==> src/rtl/shift_reg_univ.sv <==
// Universal shift register: DEPTH stages of LANE bits with bidirectional shift, parallel load,
// hold, and a saturating shift counter with frame-complete pulse. Define SHREG_ROTATE_EN to add rotate.
module shift_reg_univ #(
  parameter  int LANE  = 1,
  parameter  int DEPTH = 4,
  localparam int CNT_W = $clog2(DEPTH + 1)
) (
  input  logic                  clk,
  input  logic                  rst,
  input  logic                  en,
  input  logic [1:0]            mode,
  input  logic [LANE-1:0]       sin_lo,
  input  logic [LANE-1:0]       sin_hi,
  input  logic [LANE*DEPTH-1:0] pin,
  output logic [LANE*DEPTH-1:0] pout,
  output logic [LANE-1:0]       so,
  output logic [CNT_W-1:0]      shift_cnt,
`ifdef SHREG_ROTATE_EN
  output logic                  frame_done,
  input  logic                  rotate
`else
  output logic                  frame_done
`endif
);

  typedef enum logic [1:0] {
    MODE_HOLD = 2'b00,
    MODE_UP   = 2'b01,
    MODE_DOWN = 2'b10,
    MODE_LOAD = 2'b11
  } mode_e;

  localparam logic [CNT_W-1:0] CNT_MAX = CNT_W'(DEPTH);

  logic [DEPTH-1:0][LANE-1:0] stage_q, stage_d;
  logic [LANE-1:0]            so_q, so_d;
  logic [CNT_W-1:0]           cnt_q, cnt_d;
  logic                       done_q, done_d;
  logic                       rot_w;
  logic                       shift_w;
  mode_e                      mode_w;

  assign mode_w = mode_e'(mode);

`ifdef SHREG_ROTATE_EN
  assign rot_w = rotate;
`else
  assign rot_w = 1'b0;
`endif

  always_comb begin
    stage_d = stage_q;
    so_d    = so_q;
    cnt_d   = cnt_q;
    done_d  = 1'b0;
    shift_w = 1'b0;
    if (en) begin
      unique case (mode_w)
        MODE_HOLD: ;
        MODE_UP: begin
          shift_w = 1'b1;
          so_d    = stage_q[DEPTH-1];
          for (int unsigned i = 1; i < DEPTH; i++) begin
            stage_d[i] = stage_q[i-1];
          end
          stage_d[0] = rot_w ? stage_q[DEPTH-1] : sin_lo;
        end
        MODE_DOWN: begin
          shift_w = 1'b1;
          so_d    = stage_q[0];
          for (int unsigned i = 0; i < DEPTH - 1; i++) begin
            stage_d[i] = stage_q[i+1];
          end
          stage_d[DEPTH-1] = rot_w ? stage_q[0] : sin_hi;
        end
        MODE_LOAD: begin
          stage_d = pin;
          cnt_d   = '0;
        end
      endcase
    end
    // The pulse fires only on the DEPTH-1 -> DEPTH step, so saturation suppresses re-pulsing.
    if (shift_w && (cnt_q != CNT_MAX)) begin
      cnt_d  = cnt_q + CNT_W'(1);
      done_d = (cnt_q == CNT_MAX - CNT_W'(1));
    end
  end

  always_ff @(posedge clk or posedge rst) begin
    if (rst) begin
      stage_q <= '0;
      so_q    <= '0;
      cnt_q   <= '0;
      done_q  <= 1'b0;
    end else begin
      stage_q <= stage_d;
      so_q    <= so_d;
      cnt_q   <= cnt_d;
      done_q  <= done_d;
    end
  end

  assign pout       = stage_q;
  assign so         = so_q;
  assign shift_cnt  = cnt_q;
  assign frame_done = done_q;

endmodule

==> config.mk <==
export PLATFORM = sky130hd
export DESIGN_NAME = shift_reg_univ
export DESIGN_NICKNAME = d
export VERILOG_FILES = /design/src/rtl/shift_reg_univ.sv
export SDC_FILE = /design/constraint.sdc
export NUM_CORES = 1
export LEC_CHECK = 0
export ABC_AREA = 0
export CAP_MARGIN = 20
export CORE_AREA = 2 2 39 41
export CTS_CLUSTER_SIZE = 28
export DETAILED_ROUTE_END_ITERATION = 12
export DIE_AREA = 0 0 41 43
export DONT_BUFFER_PORTS = 1
export HOLD_SLACK_MARGIN = 0.1
export SYNTH_ARGS = -nofsm -noshare
export SYNTH_HDL_FRONTEND = slang
export SYNTH_SLANG_ARGS = --single-unit
==> constraint.sdc <==
create_clock -name clk -period 1.13 [get_ports clk]
set_input_delay 0.226 -clock clk [delete_from_list [all_inputs] [get_ports clk]]
set_output_delay 0.226 -clock clk [all_outputs]
set_load 0.05 [all_outputs]
==> results of run 1 <==
-- layout by cell type, fill, tap and decap left out --
cell / synthesis / routed
clkbuf_4: 0 / 3
o21ai_1: 3 / 2
dlygate4sd3_1: 0 / 2
a31oi_1: 1 / 1
dfrtp_2: 0 / 3
ha_4: 0 / 3
o21ai_2: 0 / 1
dfrtp_1: 9 / 6
mux2_4: 1 / 1
nand2_1: 4 / 4
clkbuf_1: 0 / 1
mux2i_1: 1 / 1
a21oi_1: 5 / 5
buf_4: 0 / 10
nor2_1: 1 / 1
ha_1: 6 / 3
nor2b_1: 1 / 1
inv_2: 0 / 3
a21boi_4: 0 / 1
nand2b_1: 2 / 2
o21ai_0: 4 / 4
buf_6: 0 / 2
inv_1: 7 / 4
and3_2: 1 / 1
and2_4: 0 / 1
a22o_1: 5 / 5
a32o_1: 1 / 1
-- power groups by stage --
stage,Combinational (mW),Clock [mW],Sequential (mW)
after detailed placement,0.766,0,0.508
after global placement,0.769,0,0.509
after global routing,0.958,0.282,0.531
final,0.876,0.253,0.519
after CTS,0.853,0.256,0.512
after floorplan,0.276,0,0.774
-- stage by stage --
stage / total power [mW] / setup slack (ps) / utilization / std cells
final: 1.65 / -107 / 0.544 / 88
after global routing: 1.77 / -137 / 0.544 / 88
after CTS: 1.62 / -121 / 0.532 / 88
after detailed placement: 1.27 / -154 / 0.474 / 81
after global placement: 1.28 / -112 / 0.474 / 81
after floorplan: 1.05 / -237 / - / 54
-- routing by layer --
layer / up-vias / GRT usage / routed length [µm]
met5: - / 0 / 0
met4: 0 / 0.0400 / 0
met3: 0 / 0.0471 / 44
met2: 7 / 0.253 / 587
met1: 215 / 0.212 / 514
li1: 229 / - / -
-- kinds of logic (layout without fill, tap and decap cells) --
family          after synthesis  after routing  share of synthesized area
buf+inv                       7             25                     0.0492
flops                         9              9                      0.422
compound gates               20             20                      0.246
simple gates                 10             10                     0.0960
fa+ha+maj                     6              6                      0.141
mux                           2              2                     0.0468
-- sequential cells by signal (all words and copies together) (netlist names) --
| signal | flops |
|---|---|
| frame_done | 1 |
| pout | 4 |
| shift_cnt | 3 |
| so | 1 |
-- cell type report --
type                    count  share of cell area
clock buffers               4              0.0349
repair buffers             14               0.156
multi-input cells          38               0.444
well taps                  16              0.0266
flip-flops and latches      9               0.304
inverters                   7              0.0349
-- timing repair --
item / CTS / global route
hold endpoints to repair: 10 / 0
hold buffers: 2 / 0
gates resized for setup: 4 / 4
setup buffers: 1 / 0
endpoints found under the setup margin: 3 / 7
cloned: 0 / 0
pin swaps: 3 / 1
-- worst max-delay path, stage by stage (launching register included) --
cell and delay [ps]:
dfrtp_2 440, inv_2 80, ha_4 150, a21boi_4 60, and2_4 140, mux2_4 260
-- worst max path at each step --
stage	start	endpoint
floorplan	shift_cnt[0]$_DFFE_PP0P_	shift_cnt[2]$_DFFE_PP0P_
global placement	shift_cnt[0]$_DFFE_PP0P_	shift_cnt[2]$_DFFE_PP0P_
detailed placement	mode[0]	shift_cnt[0]$_DFFE_PP0P_
CTS	shift_cnt[0]$_DFFE_PP0P_	shift_cnt[0]$_DFFE_PP0P_
global route	shift_cnt[1]$_DFFE_PP0P_	shift_cnt[0]$_DFFE_PP0P_
finish	shift_cnt[1]$_DFFE_PP0P_	shift_cnt[0]$_DFFE_PP0P_
==> results.md, run 1 <==
- The share of total power in combinational logic is 0.531.
- The worst register-to-register path has a depth of 5.
- The mean cell area of the mapped netlist is 9.89 µm².
- The class of the tightest hold or removal check is in2reg.
- The flow ran to the end, but the final reports show violations.
- In the post-route analysis, the smallest setup slack over all paths is -107 ps.
- The via density per instance is 5.13.
- The source of the worst hold timing path is en.
- Derived from the worst setup path, the maximum achievable clock frequency is 0.808 GHz.
- The floorplan die width is 41 µm.
- The worst hold path endpoint is frame_done$_DFF_PP0_.
- The worst reg2reg path endpoint is shift_cnt[0]$_DFFE_PP0P_.
- The Yosys warning count is 0.
- The initial antenna violation count is 0.
- The count of flip-flops with a built-in enable after synthesis is 0.
- The arrival time of the worst setup path is 1380 ps.
- The first global-routing pass estimated 1.96 mm of wire.
- The number of global-route vias before repair is 484.
- The sequential element share of the synthesized area is 0.422.
- TritonCTS built the clock tree.
- The area growth from synthesis to layout is 41.0%.
- Measured against its own limit, the worst slew margin works out to 0.709.
- The register area is 229 µm².
- The floorplan step set the die height to 43 µm.
- Counting instances, the worst hold path has a depth of 1.
- For the worst-skew pair, the clock arrives at the later sink with an insertion delay of 250 ps.
- For this design the ratio of total power to cell area is 2190 mW/mm².
- The part of the cycle the worst path needs is 1.09.
- The total leakage power is 0.359 nW.
- Of the total power, registers draw 0.315.
- The number of fill cells in the layout is 131.
- Once detail routing completed, the nets flagged for antenna violations numbered 0.
- Once placement finished, the instance area stood at 656 µm².
- The largest area contributor in the synthesized netlist is dfrtp_1.
- In this run the tool buffered the top-level ports with 0 buffer cells.
- The tree built by TritonCTS fans out to 9 sinks.
- The final layout contains 90 nets.
- In this run the critical register-to-register path is launched from shift_cnt[1]$_DFFE_PP0P_.
- Wires add up to 1.15 mm.
- The first detailed-routing pass took 2 iterations.
- The floorplan step defined a die boundary enclosing 0.00176 mm².
- The number of max-slew violations in the final report came to 0.
- VDD sags by at most 1.13 mV.
- The number of library cell types mapped by synthesis is 18.
- The placer congestion estimate is 0.793.
- The number of buffers created by CTS is 3.
- For this design the total switching power over the nets is 735 µW.
- The share of post-route cells with drive strength above 1 is 0.403.
- Across the run, the number of max-cap violations was 0.
- The relative contribution of the clock network to total power is 0.154.
- The endpoint type of the worst setup path is a register.
- The mean routed wirelength per cell is 13.0 µm.
- The top flip-flop cell by instance count after synthesis is dfrtp_1.
- After synthesis the cells add up to 534 µm².
- The effective utilization at floorplan is 0.386.
- Summing all multi-input logic gate instances after layout gives 334 µm².
- The total internal power is 912 µW.
- The area of all placed cells without fillers is 753 µm².
- The number of antenna repair diodes is 0.
- The iteration-0 DRC count of the detailed router is 4.
- The number of hold-slack violations in the final timing report is 0.
- The number of failing setup endpoints in the final timing report is 4.
- On the final layout, the worst hold slack is 151 ps.
- The deepest level of the CTS H-tree is 1.
- The total overflow left after global routing is 0.
- In the synthesized netlist, the number of instances is 54.
- The number of primary I/O pins is 20.
- Clock-pin slew was measured on the worst setup and hold paths at 70 ps.
- Ranked by total cell area, the synthesized netlist is headed by dfrtp_1 (42%), ha_1 (14%), a22o_1 (8.2%).
- Entering global routing, the biggest net connects 10 pins.
- Setup repair after global routing could not meet its margin everywhere.
- In this run the worst path has a maximum fanout of 3.
- The slew at the pin closest to its max-slew limit is 437 ps.
- The buffer type at the clock tree root is clkbuf_4.
- The total DRC errors in the routed layout is 0.
- The total track usage is 0.162.
- The core outline area is 0.00138 mm².
- The share of synthesized area in the top cell type comes to 0.422.
- The proportion of total power due to net switching is 0.446.
- The synthesized design contains 9 register bits.
- After layout, the minimum clock period comes to 1240 ps.
- The post-synthesis async set-or-reset flop share is 1.00.
- On the final layout, the worst clock skew is 0.351 ps.
- The maximum root-to-sink buffer count is 2.
- The accumulated negative setup slack is -312 ps.
- In this run the register-to-register setup slack is -110 ps.
- The floorplan has 14 rows.
- Data on the critical path is required at its endpoint by 1270 ps.
- The type of the worst setup path is reg2reg.
- The final reports fail on negative setup slack.
- After legalization and detailed placement, the total HPWL measured 876 µm.
- The nature of the critical path startpoint is a register.
- The vias after detailed routing is 451.
- The commonest cells after synthesis are dfrtp_1 (9), inv_1 (7), ha_1 (6).
- Yosys instantiated no cell more often than dfrtp_1.
- Counting every net in the synthesized netlist gives 71.
No activity file was read; power rests on OpenSTA's default activity.
==> run 2: changes to the inputs <==
- SKIP_LAST_GASP: unset -> 1
==> results.md, run 2 (synthesized netlist as in run 1, its figures left out) <==
- Status: complete, but fails checks (unchanged).
- Failing checks: negative setup slack (unchanged).
- The number of standard-cell rows in the floorplan is 14 (unchanged).
- The core outline area came to 0.00138 mm² (unchanged).
- The maximum single-stage delay on the critical path was 440 ps (about the same).
- The beginning of the worst register-to-register path was shift_cnt[0]$_DFFE_PP0P_ (was shift_cnt[1]$_DFFE_PP0P_).
- The share of post-route cells with drive strength above 1 is 0.389 (was 0.403).
- The slew at the pin closest to its max-slew limit was 437 ps (about the same).
- The maximum number of pins on one net before global-route repair came to 10 (unchanged).
- The number of maximum-capacitance constraint violations is 0 (unchanged).
- The number of buffers created by CTS is 3 (unchanged).
- The relative slew slack is 0.709 (about the same).
- The number of primary I/O pins is 20 (unchanged).
- The final worst slack is -106 ps (was -107 ps).
- List of cells traversed by the critical path: ha_4, ha_4, inv_1, a32o_1 (was inv_2, ha_4, a21boi_4, and2_4, mux2_4).
- The commonest non-fill, non-tap cell in the layout is buf_4 (unchanged).
- The insertion delay to the later sink of the worst-skew pair is 250 ps (about the same).
- Unrepaired setup endpoints after global routing: yes (unchanged).
- The required time reported for the critical path endpoint is 1270 ps (about the same).
- The clock period minus worst slack is 1240 ps (about the same).
- The areal power density over the cells was 2170 mW/mm² (was 2190 mW/mm²).
- Most frequent cells in the layout: buf_4 (9), dfrtp_1 (6), a21oi_1 (5), a22o_1 (5), inv_1 (5) (was buf_4 (10), dfrtp_1 (6), a21oi_1 (5), a22o_1 (5)).
- The highest ir drop seen on vdd is 1.13 mV (about the same).
- The overflow left after global routing is 0 (unchanged).
- The highest-delay cell along the critical path is dfrtp_2 (unchanged).
- The area added between synthesis and finish is 41.7% (was 41.0%).
- The count of input and output buffers was 0 (unchanged).
- The total leakage power was 0.362 nW (was 0.359 nW).
- The chip height is 43 µm (unchanged).
- The most prevalent standard cell on the critical path is ha_4.
- The total DRC errors in the routed layout is 0 (unchanged).
- The type of the worst setup path is reg2reg (unchanged).
- The number of nets with antenna violations after routing came to 0 (unchanged).
- The class of the tightest hold or removal check is in2reg (unchanged).
- The number of global-route vias before repair is 484 (unchanged).
- The worst hold margin was 151 ps (about the same).
- The mean routed wirelength per cell came to 12.9 µm (was 13.0 µm).
- The nature of the critical path startpoint is a register (unchanged).
- The wire length of the first global-routing pass was 1.96 mm (unchanged).
- The clock edge transition at the registers on the reported setup and hold paths is 70 ps (about the same).
- The vias after detailed routing is 451 (unchanged).
- The total power was 1.64 mW (was 1.65 mW).
- The endpoint type of the worst setup path is a register (unchanged).
- The number of antenna repair diodes came to 0 (unchanged).
- The total die area was 0.00176 mm² (unchanged).
- The number of sinks driven by the clock tree is 9 (unchanged).
- The floorplan die width was 41 µm (unchanged).
- The buffer type at the clock tree root was clkbuf_4 (unchanged).
- The deepest level of the CTS H-tree is 1 (unchanged).
- The via density per instance is 5.13 (unchanged).
- The maximum root-to-sink buffer count is 2 (unchanged).
- The number of max-slew violations in the final report is 0 (unchanged).
- The flip-flop count of the largest register after layout is 4 (unchanged).
- The number of nets in the final layout was 90 (unchanged).
- The total track usage came to 0.162 (unchanged).
- The number of hold-slack violations in the final timing report came to 0 (unchanged).
- The accumulated negative setup slack is -340 ps (was -312 ps).
- The highest fanout seen on the critical path is 3 (unchanged).
- The number of failing setup endpoints in the final timing report came to 4 (unchanged).
- The placed cell area is 656 µm² (unchanged).
- The effective utilization at floorplan is 0.386 (unchanged).
- The maximum clock skew at final layout is 1.06 ps (was 0.351 ps).
- The final wirelength is 1.14 mm (was 1.15 mm).
- The HPWL after detailed placement is 876 µm (unchanged).
- The iteration-0 DRC count of the detailed router came to 3 (was 4).
- The arrival time of the worst setup path is 1380 ps (about the same).
- The source of the worst hold timing path is en (unchanged).
- The TritonCTS clock tree was done (unchanged).
- The total iterations of the first detailed-routing run is 2 (unchanged).
- The initial antenna violation count came to 0 (unchanged).
- The maximum clock frequency is 0.809 GHz (was 0.808 GHz).
- The start point of the critical path is shift_cnt[0]$_DFFE_PP0P_ (was shift_cnt[1]$_DFFE_PP0P_).
- The part of the cycle the worst path needs is 1.09 (about the same).
- The area of all placed cells without fillers was 757 µm² (was 753 µm²).
- The placer congestion estimate was 0.793 (unchanged).
- The final core utilization is 0.547 (was 0.544).
-- run 2: final timing paths --
check	slack, ps	end	depth (start not counted)
min in group asynchronous	370	pout[0]$_DFFE_PP0P_	2
worst max register to register	-110	shift_cnt[2]$_DFFE_PP0P_	4
worst min-delay path	150	frame_done$_DFF_PP0_	1
max in group asynchronous	490	shift_cnt[1]$_DFFE_PP0P_	2
worst min register to register	550	pout[0]$_DFFE_PP0P_	2
worst max-delay path	-110	shift_cnt[2]$_DFFE_PP0P_	4
-- run 2: final cells by class --
cell class,instances,area (µm²)
tap,16,20.0
fill,129,627
inverter,7,26.3
multi-input combinational,38,334
sequential,9,229
timing repair buffer,14,121
clock buffer,4,26.3
-- run 2: what timing repair did --
item,in CTS,in global routing
setup endpoints to repair,3,7
resized for setup,3,5
endpoints found under the hold margin,10,0
pin swaps,1,1
hold buffers,2,0
buffers inserted,1,0
-- run 2: per-layer routing --
layer | routed length [µm] | track usage | up-vias
met5 | 0 | 0 | -
met4 | 0 | 0.0400 | 0
met1 | 512 | 0.212 | 214
met3 | 44 | 0.0471 | 0
li1 | - | - | 230
met2 | 580 | 0.253 | 7
-- run 2: critical path, delay by kind of cell (launching register included) --
family	cells	cell delay, ps
adder cells (fa/ha/maj)	2	420
flip-flops	1	440
buffers and inverters	1	30
AO/OA/AOI/OAI	1	230
-- run 2: through the flow --
stage / cells / setup slack (ps)
finish: 88 / -106
global route: 88 / -146
CTS: 88 / -121
detailed placement: 81 / -154
global placement: 81 / -112
floorplan: 54 / -237
-- run 2: power breakdown --
group,total [mW],internal (mW),switching (mW)
combinational,0.869,0.364,0.505
sequential,0.522,0.410,0.112
clock,0.252,0.136,0.116
==> run 3: changes to the inputs <==
- clock period: 1.13 -> 1.2 ns (I/O delays scaled with it)
==> results.md, run 3 (synthesized netlist as in run 1, its figures left out) <==
- The total die area was 0.00176 mm² (unchanged).
- The wire length of the first global-routing pass is 1.99 mm (was 1.96 mm).
- The effective utilization at floorplan is 0.386 (unchanged).
- The number of nets with antenna violations after routing was 0 (unchanged).
- The number of primary I/O pins came to 20 (unchanged).
- The number of maximum-capacitance constraint violations is 0 (unchanged).
- The buffer type at the clock tree root is clkbuf_4 (unchanged).
- The total power is 1.53 mW (was 1.64 mW).
- The maximum number of pins on one net before global-route repair is 10 (unchanged).
- The arrival time of the worst setup path is 1390 ps (was 1380 ps).
- The final worst slack is -50.7 ps (was -106 ps).
- The count of input and output buffers is 0 (unchanged).
- Failing checks: negative setup slack (unchanged).
- The area added between synthesis and finish was 39.1% (was 41.7%).
- The number of fill cells in the layout came to 128 (was 129).
- The maximum clock frequency came to 0.800 GHz (was 0.809 GHz).
- The met3 usage in global routing is 0.0471 (unchanged).
- The number of standard-cell rows in the floorplan came to 14 (unchanged).
- The number of nets in the final layout came to 90 (unchanged).
- The placer congestion estimate is 0.810 (was 0.793).
- The maximum root-to-sink buffer count is 2 (unchanged).
- The deepest level of the CTS H-tree is 1 (unchanged).
- The highest-delay cell along the critical path is dfrtp_2 (unchanged).
- The insertion delay to the later sink of the worst-skew pair was 260 ps (was 250 ps).
- The type of the worst setup path is reg2reg (unchanged).
- The overflow left after global routing came to 0 (unchanged).
- The count of buffering cells on the critical path with inverters included is 1 (unchanged).
- The number of hold-slack violations in the final timing report is 0 (unchanged).
- Most frequent cells in the layout: buf_4 (12), dfrtp_1 (6), a21oi_1 (5), a22o_1 (5) (was buf_4 (9), dfrtp_1 (6), a21oi_1 (5), a22o_1 (5), inv_1 (5)).
- The highest fanout seen on the critical path is 4 (was 3).
- The relative slew slack was 0.709 (about the same).
- The via density per instance is 5.20 (was 5.13).
- The final wirelength is 1.15 mm (was 1.14 mm).
- The highest ir drop seen on vdd is 0.844 mV (was 1.13 mV).
- The initial antenna violation count was 0 (unchanged).
- The total track usage is 0.169 (was 0.162).
- The endpoint type of the worst setup path was a register (unchanged).
- The worst hold margin is 162 ps (was 151 ps).
- The maximum clock skew at final layout is 2.89 ps (was 1.06 ps).
- The core outline area is 0.00138 mm² (unchanged).
- The number of sinks driven by the clock tree came to 9 (unchanged).
- The class of the tightest hold or removal check is in2reg (unchanged).
- The number of max-slew violations in the final report is 0 (unchanged).
- The total iterations of the first detailed-routing run is 3 (was 2).
- The HPWL after detailed placement came to 850 µm (was 876 µm).
- The share of post-route cells with drive strength above 1 came to 0.389 (unchanged).
- The total DRC errors in the routed layout was 0 (unchanged).
- The placed cell area came to 656 µm² (unchanged).
- Status: complete, but fails checks (unchanged).
- The met1 usage came to 0.253 (was 0.212).
- The commonest non-fill, non-tap cell in the layout is buf_4 (unchanged).
- The final core utilization is 0.537 (was 0.547).
- The clock period minus worst slack came to 1250 ps (was 1240 ps).
- The number of failing setup endpoints in the final timing report was 2 (was 4).
- The met2 global-route usage is 0.216 (was 0.253).
- The number of standard cells in the final layout excluding fillers is 88 (unchanged).
- The register area is 229 µm² (unchanged).
- The number of global-route vias before repair is 435 (was 484).
- The combined area of the multi-input logic cells is 332 µm² (was 334 µm²).
- The cell count after placement was 81 (unchanged).
- The clock edge transition at the registers on the reported setup and hold paths came to 60 ps (was 70 ps).
- The iteration-0 DRC count of the detailed router is 5 (was 3).
- The gate family responsible for the most delay along the worst path was flip-flops (unchanged).
- The floorplan die width is 41 µm (unchanged).
- The mean routed wirelength per cell was 13.0 µm (was 12.9 µm).
- The number of buffers created by CTS is 3 (unchanged).
- List of cells traversed by the critical path: inv_2, ha_4, a21boi_4, and2_1, mux2_4 (was ha_4, ha_4, inv_1, a32o_1).
- The vias after detailed routing is 458 (was 451).
- The flip-flop count of the largest register after layout is 4 (unchanged).
- The part of the cycle the worst path needs is 1.04 (was 1.09).
- Unrepaired setup endpoints after global routing: yes (unchanged).
- The maximum single-stage delay on the critical path is 450 ps (was 440 ps).
- The nature of the critical path startpoint is a register (unchanged).
- The most used routing layer in global routing was met1 (was met2).
- The chip height was 43 µm (unchanged).
- The accumulated negative setup slack is -70.4 ps (was -340 ps).
- The number of antenna repair diodes is 0 (unchanged).
- The total leakage power is 0.355 nW (was 0.362 nW).
- The required time reported for the critical path endpoint is 1340 ps (was 1270 ps).
- The areal power density over the cells was 2060 mW/mm² (was 2170 mW/mm²).
- The slew at the pin closest to its max-slew limit is 437 ps (about the same).
- The TritonCTS clock tree is done (unchanged).
- The area of all placed cells without fillers came to 743 µm² (was 757 µm²).
- The setup slack at placement is -92.8 ps (was -154 ps).
-- run 3: layer usage --
metal  part of all wire  wire (µm)  vias up
met5                  0          0        -
met4                  0          0        0
met3              0.037         42        0
met2               0.47        534        7
met1               0.50        569      225
li1                   -          -      226
-- run 3: path summary, 6_finish.rpt --
| kind | startpoint | to | depth (start not counted) | slack (ps) |
|---|---|---|---|---|
| min in group asynchronous | rst | frame_done$_DFF_PP0_ | 2 | 380 |
| worst min register to register | pout[0]$_DFFE_PP0P_ | pout[0]$_DFFE_PP0P_ | 2 | 550 |
| worst min-delay path | en | frame_done$_DFF_PP0_ | 1 | 160 |
| worst max register to register | shift_cnt[0]$_DFFE_PP0P_ | shift_cnt[0]$_DFFE_PP0P_ | 5 | -50 |
| worst max-delay path | shift_cnt[0]$_DFFE_PP0P_ | shift_cnt[0]$_DFFE_PP0P_ | 5 | -50 |
| max in group asynchronous | rst | shift_cnt[0]$_DFFE_PP0P_ | 2 | 540 |
-- run 3: area by class of cell --
cell class	count	share of cell area
multi-input cells	38	0.446
flip-flops and latches	9	0.308
repair buffers	14	0.148
clock buffers	4	0.0354
inverters	7	0.0354
well taps	16	0.0269
-- run 3: power breakdown --
group          internal, mW  switching (mW)
sequential            0.386           0.108
combinational         0.327           0.478
clock                 0.128           0.107
total                 0.841           0.693
-- run 3: repair_timing --
action	CTS	global route
pin swaps	1	4
setup buffers	1	0
gates resized for setup	1	4
setup endpoints to repair	2	4
hold buffers	2	0
hold endpoints to repair	10	0
